$ cat config.mk
export PLATFORM = sky130hd
export DESIGN_NAME = sd_spi_byte_engine
export DESIGN_NICKNAME = d
export VERILOG_FILES = /design/src/rtl/sd_spi_byte_engine.sv
export SDC_FILE = /design/constraint.sdc
export NUM_CORES = 1
export LEC_CHECK = 0
export CORE_AREA = 3 3 72 74
export DETAILED_ROUTE_END_ITERATION = 10
export DIE_AREA = 0 0 75 77
export HOLD_SLACK_MARGIN = 0.06
export PLACE_DENSITY = 0.66
export SYNTH_ARGS = -nofsm -noshare
export SYNTH_HDL_FRONTEND = slang
export SYNTH_SLANG_ARGS = --single-unit
$ cat constraint.sdc
create_clock -name clk -period 3.8 [get_ports clk]
set_input_delay 0.38 -clock clk [delete_from_list [all_inputs] [get_ports clk]]
set_output_delay 0.38 -clock clk [all_outputs]
set_load 0.05 [all_outputs]
$ cat src/rtl/sd_spi_byte_engine.sv
// sd_spi_byte_engine
// Byte-level SPI master, mode 0, MSB first. One execute pulse exchanges one
// byte: out_word is shifted out on mosi while a byte is shifted in from miso.
// spi_clk is generated internally at one of two rates chosen at start time.
module sd_spi_byte_engine #(
  parameter int SLOW_HALF = 63,  // spi_clk half-period (clk cycles), init rate
  parameter int FAST_HALF = 2    // spi_clk half-period (clk cycles), data rate
) (
  input  logic       clk,
  input  logic       rst_n,
  input  logic       execute,
  input  logic       fast_mode,
  input  logic [7:0] out_word,
  input  logic       miso,
  output logic       spi_clk,
  output logic       mosi,
  output logic [7:0] in_word,
  output logic       finished,
  output logic       busy
);

  localparam int MAX_HALF = (SLOW_HALF > FAST_HALF) ? SLOW_HALF : FAST_HALF;
  // A half-period of 1 would give $clog2 = 0; keep the counter at least 1 bit.
  localparam int DIV_W    = (MAX_HALF > 1) ? $clog2(MAX_HALF) : 1;

  localparam logic [DIV_W-1:0] SLOW_LAST = DIV_W'(SLOW_HALF - 1);
  localparam logic [DIV_W-1:0] FAST_LAST = DIV_W'(FAST_HALF - 1);

  typedef enum logic [1:0] {
    IDLE = 2'd0,
    LOW  = 2'd1,  // spi_clk low phase
    HIGH = 2'd2   // spi_clk high phase
  } state_t;

  state_t           state;
  logic [DIV_W-1:0] div_cnt;
  logic [DIV_W-1:0] half_last;  // H-1 for the transfer in flight
  logic [2:0]       bit_cnt;
  logic [6:0]       tx_shift;   // bits still to be presented on mosi
  logic [7:0]       rx_shift;

  // Transfer sequencer: divider, bit counter, shift registers and all outputs.
  // NOTE: every register here is updated with <= so all of them see the
  // pre-edge values of each other; a blocking '=' would chain updates.
  // NOTE: the block holds only small control/shift registers, so all of them
  // are reset; a reset mid-byte therefore discards any partial data.
  always_ff @(posedge clk or negedge rst_n) begin
    if (!rst_n) begin
      state     <= IDLE;
      div_cnt   <= '0;
      half_last <= '0;
      bit_cnt   <= '0;
      tx_shift  <= '0;
      rx_shift  <= '0;
      spi_clk   <= 1'b0;
      mosi      <= 1'b1;
      in_word   <= 8'h00;
      finished  <= 1'b0;
      busy      <= 1'b0;
    end else begin
      finished <= 1'b0;
      case (state)
        IDLE: begin
          spi_clk <= 1'b0;
          if (execute && !busy) begin
            tx_shift  <= out_word[6:0];
            mosi      <= out_word[7];
            bit_cnt   <= '0;
            div_cnt   <= '0;
            half_last <= fast_mode ? FAST_LAST : SLOW_LAST;
            busy      <= 1'b1;
            state     <= LOW;
          end else begin
            mosi <= 1'b1;
          end
        end

        LOW: begin
          if (div_cnt == half_last) begin
            div_cnt  <= '0;
            spi_clk  <= 1'b1;
            // Rising-edge sample of the card's data.
            rx_shift <= {rx_shift[6:0], miso};
            state    <= HIGH;
          end else begin
            div_cnt <= div_cnt + 1'b1;
          end
        end

        HIGH: begin
          if (div_cnt == half_last) begin
            div_cnt <= '0;
            spi_clk <= 1'b0;
            if (bit_cnt != 3'd7) begin
              bit_cnt  <= bit_cnt + 1'b1;
              // Next bit changes on the falling edge, a half-period ahead of
              // the card's rising-edge sample.
              mosi     <= tx_shift[6];
              tx_shift <= {tx_shift[5:0], 1'b0};
              state    <= LOW;
            end else begin
              in_word  <= rx_shift;
              finished <= 1'b1;
              busy     <= 1'b0;
              mosi     <= 1'b1;
              state    <= IDLE;
            end
          end else begin
            div_cnt <= div_cnt + 1'b1;
          end
        end

        default: begin
          state <= IDLE;
        end
      endcase
    end
  end

endmodule

==> run summary, run 1 <==
cts repair resizes -> 0
Yosys cell types -> 41
leading area contributor after synthesis -> dfrtp_1
Initial Utilization -> 43.1%
Hold Violations, Final -> 0
Max VDD drop -> 351 uV
DR pass1 iterations -> 4
Critical Path Fanout Max -> 9
highest metal used -> met4
initial antenna violation count -> 0
Yosys top cell area share -> 48.5%
Post-Syn Area per Cell -> 12.6 um^2
Hold WC Path Type -> primary input to async pin
Slew Limit Fails -> 0
static leakage -> 1.09 nW
GRT Total Usage -> 15.0%
DRT Wirelength -> 3780 um
Cell Area, Synth -> 2010 um^2
EDFF count, synth -> 0
CTS tree -> built
ys flop type -> dfrtp_1
Fmax -> 440 MHz
initial DRC count -> 79
kind of critical path -> flop to flop
Clock Sinks -> 40
crit-path leading delay family -> simple AND/OR/NAND/NOR gates
Clock Latency Late Sink -> 290 ps
R2R cell count -> 6
DR WL/cell -> 15.7 um
final net count -> 205
Worst-Margin Slew -> 866 ps
global-route wire length before repair -> 6730 um
pwr dens -> 667 nW/um^2
final critical-path required period -> 2270 ps
Setup Fix Bufs, Post-CTS -> 0
CP most frequent cell -> inv_1
Worst Path Required -> 3970 ps
hold-fix buffers at CTS -> 0
WP buf/inv -> 2
row cnt -> 25
IO Port Bufs -> 24
setup repair after global routing missed its margin -> false
Final ANT Viol Nets -> 0
Max Cap Viol -> 0
CTS max path bufs -> 2
largest net degree at the start of global routing -> 41
Critical Path Start Type -> flop
die width -> 75 um
Detail Route met2 WL -> 1900 um
gpl congestion -> 0.825
r2r setup slk -> 1530 ps
CTS Buf Count -> 5
wl on met1 -> 1650 um
CP max stage delay -> 530 ps
part of the cycle the worst path needs -> 59.8%
Final setup viols -> 0
CP Capture Type -> flop
Reg clk slew, reported paths -> 80 ps
register bit total from synthesis -> 40
relative slew slack -> 42.2%
vias in the first global route -> 1386
die area -> 5780 um^2
H-Tree Level Count -> 2
vias per inst -> 5.46
Crit path depth -> 6
DR vias -> 1310
Root Driver -> clkbuf_8
DR WL met3 -> 179 um
core area -> 4660 um^2
post-route DRC violation count -> 0
GR Overflow Total -> 0
register area share after synthesis -> 49.8%
synthesis-to-finish area growth -> 19.9%
Synth area leaders -> dfrtp_1 49%, mux2_2 13%, mux2_1 4.5%
ANT cells -> 0
slowest cell on the critical path -> nor3_1
DPL Wire Length -> 2740 um
Commonest cells post-synth -> 39 x dfrtp_1, 24 x mux2_2, 12 x a21oi_1
crit-path cells -> inv_1 > ha_1 > inv_1 > nor3_1 > a31oi_2 > mux2_2
dpl cells -> 232
TNS Setup -> 0 ps
ys async rst share -> 100%
Chip Height -> 77 um
clock skew -> 9.13 ps
non-filler cells, final -> 240
YS warnings -> 0
syn_nets -> 179
top-count cell post-synth -> dfrtp_1
I/O pin cnt -> 25
CP arrival -> 2440 ps
synthesized instance count -> 159
share of layout cells above drive strength 1 -> 21.0%
status -> complete, no violations
==> stage by stage <==
| stage | setup slack [ps] | hold WS [ps] | util [%] | cell area (um^2) | power, mW |
|---|---|---|---|---|---|
| 3_3_place_gp | 1580 | 468 | 49.0 | 2280 | 1.21 |
| 5_1_grt | 1350 | 277 | 51.7 | 2410 | 1.72 |
| 2_1_floorplan | 1900 | 84.4 | - | 2010 | 1.10 |
| 3_5_place_dp | 1490 | 487 | 49.0 | 2280 | 1.24 |
| 6_report | 1530 | 197 | 51.7 | 2410 | 1.61 |
| 4_1_cts | 1540 | 229 | 51.7 | 2410 | 1.62 |
==> worst reg2reg max path, cell delays in order (launching register included) <==
cell and delay [ps]:
dfrtp_1 420, inv_1 120, ha_1 340, inv_1 210, nor3_1 530, a31oi_2 180
mux2_2 340
==> where the power goes <==
part / leakage (nW) / switching [mW] / internal [mW]
clock: 0.0645 / 0.143 / 0.232
combinational: 0.506 / 0.321 / 0.259
sequential: 0.517 / 0.102 / 0.551
total: 1.09 / 0.566 / 1.04
==> per-layer routing <==
| layer | GRT usage (%) | up-vias |
|---|---|---|
| met3 | 4.72 | 6 |
| met4 | 4.27 | 0 |
| met5 | 0 | - |
| met2 | 23.0 | 22 |
| met1 | 20.1 | 650 |
| li1 | - | 632 |
==> area by class of cell <==
class | instances | area [um^2]
repair buffers | 24 | 235
flip-flops and latches | 40 | 1000
well taps | 54 | 67.6
clock inverters | 1 | 30.0
multi-input cells | 107 | 953
clock buffers | 7 | 96.3
inverters | 7 | 26.3
fillers | 402 | 2250
==> sequential cells by signal, summed over array words and instances, names as in the netlist, 2 cells and up <==
| name | count |
|---|---|
| bit_cnt | 3 |
| div_cnt | 6 |
| half_last | 2 |
| in_word | 8 |
| rx_shift | 8 |
| state | 2 |
| tx_shift | 7 |
==> logic make-up (layout without fill, tap and decap cells) <==
group,Yosys count,after routing,share of synthesized area [%]
simple gates,27,27,9.40
flops,40,40,49.8
mux,33,33,18.4
fa+ha+maj,7,7,4.36
compound gates,34,34,12.6
xor+xnor,6,6,2.61
buf+inv,12,39,2.74
==> path summary, 6_finish.rpt <==
check,from,to
setup reg to reg,state[0],tx_shift[5]
hold reg to reg,rx_shift[7],rx_shift[7]
min in group clk,rx_shift[7],rx_shift[7]
max in group asynchronous,rst_n,tx_shift[6]
setup / recovery,state[0],tx_shift[5]
hold / removal,rst_n,div_cnt[3]
==> placed cells by master (no fill, tap or decap), types with 5 or more instances in the layout <==
master and n:
mux2_2 24, dfrtp_1 39, nor2_1 5, clkdlybuf4s50_1 23, a211oi_1 5, mux2_1 8, a21oi_1 12, ha_1 7
inv_1 7, xnor2_1 5, clkbuf_8 7
Power figures use the tool's default switching activity.
==> inputs of run 2 (changes only) <==
- PLACE_DENSITY: 0.66 -> 0.69
- clock period: 3.8 -> 2.05 ns (I/O delays scaled with it)
==> run summary, run 2 (synthesized netlist as in run 1, its figures left out) <==
synthesis-to-finish area growth -> 23.6%
DPL Wire Length -> 2970 um
row cnt -> 25
most frequent cells in the layout -> 39 x dfrtp_1, 24 x mux2_2, 23 x clkdlybuf4s50_1, 12 x a21oi_1, 9 x buf_4
Initial Utilization -> 43.1%
Worst Setup EP -> rx_shift[5]
Final setup viols -> 0
kind of critical path -> flop to flop
I/O pin cnt -> 25
DRT Wirelength -> 4140 um
Root Driver -> clkbuf_8
Fmax -> 529 MHz
status -> complete, no violations
CP Capture Type -> flop
crit-path cells -> nor4_4 > o2bb2ai_4 > and3_1 > mux2_1
core area -> 4660 um^2
CTS max path bufs -> 2
DR vias -> 1408
Largest regs -> in_word x8, rx_shift x8, tx_shift x7
Hold WC Path Type -> primary input to flop
initial DRC count -> 83
Max Cap Viol -> 0
ANT cells -> 0
H-Tree Level Count -> 2
DR WL/cell -> 16.6 um
vias per inst -> 5.63
commonest non-fill, non-tap cell in the layout -> dfrtp_1
global-route wire length before repair -> 7330 um
WP buf/inv -> 0
Clock Latency Late Sink -> 300 ps
IO Port Bufs -> 24
static leakage -> 1.13 nW
Reg clk slew, reported paths -> 90 ps
Final ANT Viol Nets -> 0
largest net degree at the start of global routing -> 41
Clock Sinks -> 40
Crit path depth -> 4
DR pass1 iterations -> 6
gpl congestion -> 0.971
Chip Height -> 77 um
R2R cell count -> 4
GRT Total Usage -> 16.3%
Hold Violations, Final -> 0
share of layout cells above drive strength 1 -> 24.5%
setup repair after global routing missed its margin -> false
final worst slack -> 159 ps
post-route DRC violation count -> 0
Slew Limit Fails -> 0
CTS Buf Count -> 5
CTS tree -> built
slowest cell on the critical path -> dfrtp_1
clock skew -> 13.0 ps
Worst-Margin Slew -> 868 ps
final net count -> 215
GR Overflow Total -> 0
Reg-to-Reg End -> rx_shift[5]
Setup crit start -> div_cnt[1]
die area -> 5780 um^2
Setup Fix Bufs, Post-CTS -> 0
Max VDD drop -> 694 uV
TNS Setup -> 0 ps
relative slew slack -> 42.1%
final critical-path required period -> 1890 ps
Critical Path Start Type -> flop
crit-path leading delay family -> simple AND/OR/NAND/NOR gates
FF-to-FF Start -> div_cnt[1]
pwr dens -> 1240 nW/um^2
worst hold path depth -> 2
vias in the first global route -> 1579
initial antenna violation count -> 0
part of the cycle the worst path needs -> 92.2%
Fillers -> 407
DP Worst Slack -> 95.5 ps
CP max stage delay -> 460 ps
r2r setup slk -> 160 ps
die width -> 75 um
Worst Path Required -> 2230 ps
Critical Path Fanout Max -> 8
CP arrival -> 2070 ps
-- run 2: cell types whose count changed in the layout (fill, tap and decap cells not counted), sizes merged --
cell / delta
clkbuf: -2
inv: +1
buf: +9
dlygate4sd3: +1
clkinvlp: +1
-- run 2: cell type report --
type                            count  area, um^2  area share (%)
Clock inverter                      3        46.3            1.86
Tap cell                           54        67.6            2.72
Timing Repair Buffer               34         313            12.6
Inverter                            7        26.3            1.06
Sequential cell                    40        1000            40.3
Multi-Input combinational cell    107         962            38.7
Clock buffer                        5        68.8            2.77
-- run 2: layer usage --
metal,up-vias,global-route usage [%],wire [um]
met5,-,0,0
met4,0,6.41,112
met3,13,4.72,164
met2,28,27.0,2110
met1,709,19.5,1750
li1,658,-,-
-- run 2: metrics by stage --
stage          util [%]  area [um^2]  hold slack (ps)  power, mW  cells
3_5_place_dp       50.5         2350              372       2.40    241
6_report           53.3         2490              468       3.09    250
3_3_place_gp       50.5         2350              351       2.35    241
2_1_floorplan         -         2010            -90.6       2.03    159
4_1_cts            53.2         2480              464       3.09    250
5_1_grt            53.3         2490              485       3.31    250
-- run 2: repair_timing --
item                       in CTS  in global routing
hold endpoints to repair       39                  0
setup endpoints to repair       0                  6
gates resized for setup         0                  1
hold buffers                    1                  0
-- run 2: how the worst min path moves through the flow --
stage	from	end
finish	fast_mode	half_last[4]
global route	fast_mode	half_last[4]
global placement	rst_n	div_cnt[2]
floorplan	rst_n	bit_cnt[0]
detailed placement	rst_n	div_cnt[3]
CTS	fast_mode	half_last[4]
-- run 2: where the power goes --
| group | total, mW | internal (mW) | switching (mW) |
|---|---|---|---|
| registers | 1.21 | 1.02 | 0.193 |
| logic | 1.22 | 0.568 | 0.653 |
| clock network | 0.659 | 0.367 | 0.293 |
| total | 3.09 | 1.96 | 1.14 |
==> inputs of run 3 (changes only) <==
- CORE_AREA: 3 3 72 74 -> 2 2 71 73
- DIE_AREA: 0 0 75 77 -> 0 0 73 75
- MAX_ROUTING_LAYER: not set -> met4
==> run summary, run 3 (synthesized netlist as in run 1, its figures left out) <==
status -> complete, no violations
Max Cap Viol -> 0
Hold WC Path Type -> flop to flop
multi-input logic area -> 953 um^2
CP max stage delay -> 390 ps
DP Worst Slack -> 112 ps
IO Port Bufs -> 24
Final ANT Viol Nets -> 0
TNS Setup -> 0 ps
Root Driver -> clkbuf_8
crit-path cells -> ha_1 > ha_1 > nand2b_1 > a21oi_1 > a31oi_2 > mux2_2
static leakage -> 1.11 nW
Reg clk slew, reported paths -> 80 ps
kind of critical path -> flop to flop
GRT Total Usage -> 16.1%
I/O pin cnt -> 25
initial antenna violation count -> 0
DPL Wire Length -> 2860 um
global-route wire length before repair -> 6600 um
CTS tree -> built
slowest cell on the critical path -> mux2_2
Fillers -> 396
Hold Violations, Final -> 0
Gate power share -> 40.9%
register share of total power -> 41.3%
DR vias -> 1355
relative slew slack -> 41.8%
CP Capture Type -> flop
Clock Latency Late Sink -> 290 ps
commonest non-fill, non-tap cell in the layout -> dfrtp_1
Slew Limit Fails -> 0
ANT cells -> 0
CP most frequent cell -> ha_1
Largest regs -> in_word x8, rx_shift x8, tx_shift x7
WP buf/inv -> 0
Clk pwr share -> 17.8%
r2r setup slk -> 140 ps
Switching Fraction -> 37.5%
H-Tree Level Count -> 2
Final setup viols -> 0
vias per inst -> 5.42
part of the cycle the worst path needs -> 93.0%
Clock Sinks -> 40
DR pass1 iterations -> 4
most frequent cells in the layout -> 39 x dfrtp_1, 24 x mux2_2, 23 x clkdlybuf4s50_1, 12 x a21oi_1, 9 x buf_4
final worst slack -> 143 ps
Worst Path Required -> 2220 ps
initial DRC count -> 50
Fmax -> 524 MHz
DRT Wirelength -> 3840 um
largest net degree at the start of global routing -> 41
core area -> 4660 um^2
Worst-Margin Slew -> 873 ps
die area -> 5480 um^2
Critical Path Fanout Max -> 6
setup repair after global routing missed its margin -> false
crit-path leading delay family -> compound AO/OA/AOI/OAI gates
Initial Utilization -> 43.1%
switching power -> 1.10 mW
die width -> 73 um
row cnt -> 25
Chip Height -> 75 um
cts repair resizes -> 0
final critical-path required period -> 1910 ps
gpl congestion -> 0.949
Max VDD drop -> 749 uV
Int Power -> 1.83 mW
Final Power -> 2.93 mW
vias in the first global route -> 1410
post-route DRC violation count -> 0
synthesis-to-finish area growth -> 22.1%
CP arrival -> 2080 ps
CTS Buf Count -> 5
share of layout cells above drive strength 1 -> 24.5%
pwr dens -> 1190 nW/um^2
final net count -> 215
Reg area -> 1000 um^2
Critical Path Start Type -> flop
CTS max path bufs -> 2
DR WL/cell -> 15.4 um
clock skew -> 5.61 ps
GR Overflow Total -> 0
==> run 3: what timing repair did <==
action | CTS | global route
hold endpoints to repair | 32 | 0
setup buffers | 0 | 0
hold buffers | 1 | 0
==> run 3: power groups by stage <==
stage | Sequential (mW) | Combinational, mW | Clock (mW)
floorplan | 1.22 | 0.810 | 0
CTS | 1.21 | 1.20 | 0.540
global placement | 1.21 | 1.14 | 0
global route | 1.25 | 1.31 | 0.572
detailed placement | 1.22 | 1.19 | 0
finish | 1.21 | 1.20 | 0.521
==> run 3: final cells by class <==
| cell class | count | area share, % |
|---|---|---|
| clock buffers | 5 | 2.80 |
| clock inverters | 3 | 0.968 |
| inverters | 7 | 1.07 |
| multi-input cells | 107 | 38.8 |
| flip-flops and latches | 40 | 40.8 |
| well taps | 54 | 2.75 |
| repair buffers | 34 | 12.7 |
==> run 3: path summary, 6_finish.rpt <==
| check | startpoint | end | depth (start not counted) |
|---|---|---|---|
| min | bit_cnt[0] | bit_cnt[0] | 1 |
| max | bit_cnt[0] | tx_shift[4] | 6 |
| min in group asynchronous | rst_n | bit_cnt[1] | 2 |
| max reg2reg | bit_cnt[0] | tx_shift[4] | 6 |
| min reg2reg | bit_cnt[0] | bit_cnt[0] | 1 |
| max in group asynchronous | rst_n | tx_shift[6] | 2 |
==> run 3: metrics by stage <==
step | utilization (%) | area (um^2) | hold WS, ps | instances
floorplan | - | 2010 | -90.6 | 159
global placement | 50.5 | 2350 | 348 | 241
detailed placement | 50.5 | 2350 | 368 | 241
CTS | 52.7 | 2450 | 478 | 250
global route | 52.7 | 2450 | 498 | 250
finish | 52.7 | 2450 | 489 | 250
==> run 3: layer usage <==
layer / track usage (%) / vias up / share of wire, %
li1: - / 654 / -
met1: 19.9 / 665 / 44
met2: 26.5 / 34 / 51
met3: 3.61 / 2 / 3.6
met4: 4.94 / 0 / 0.76
met5: - / - / 0
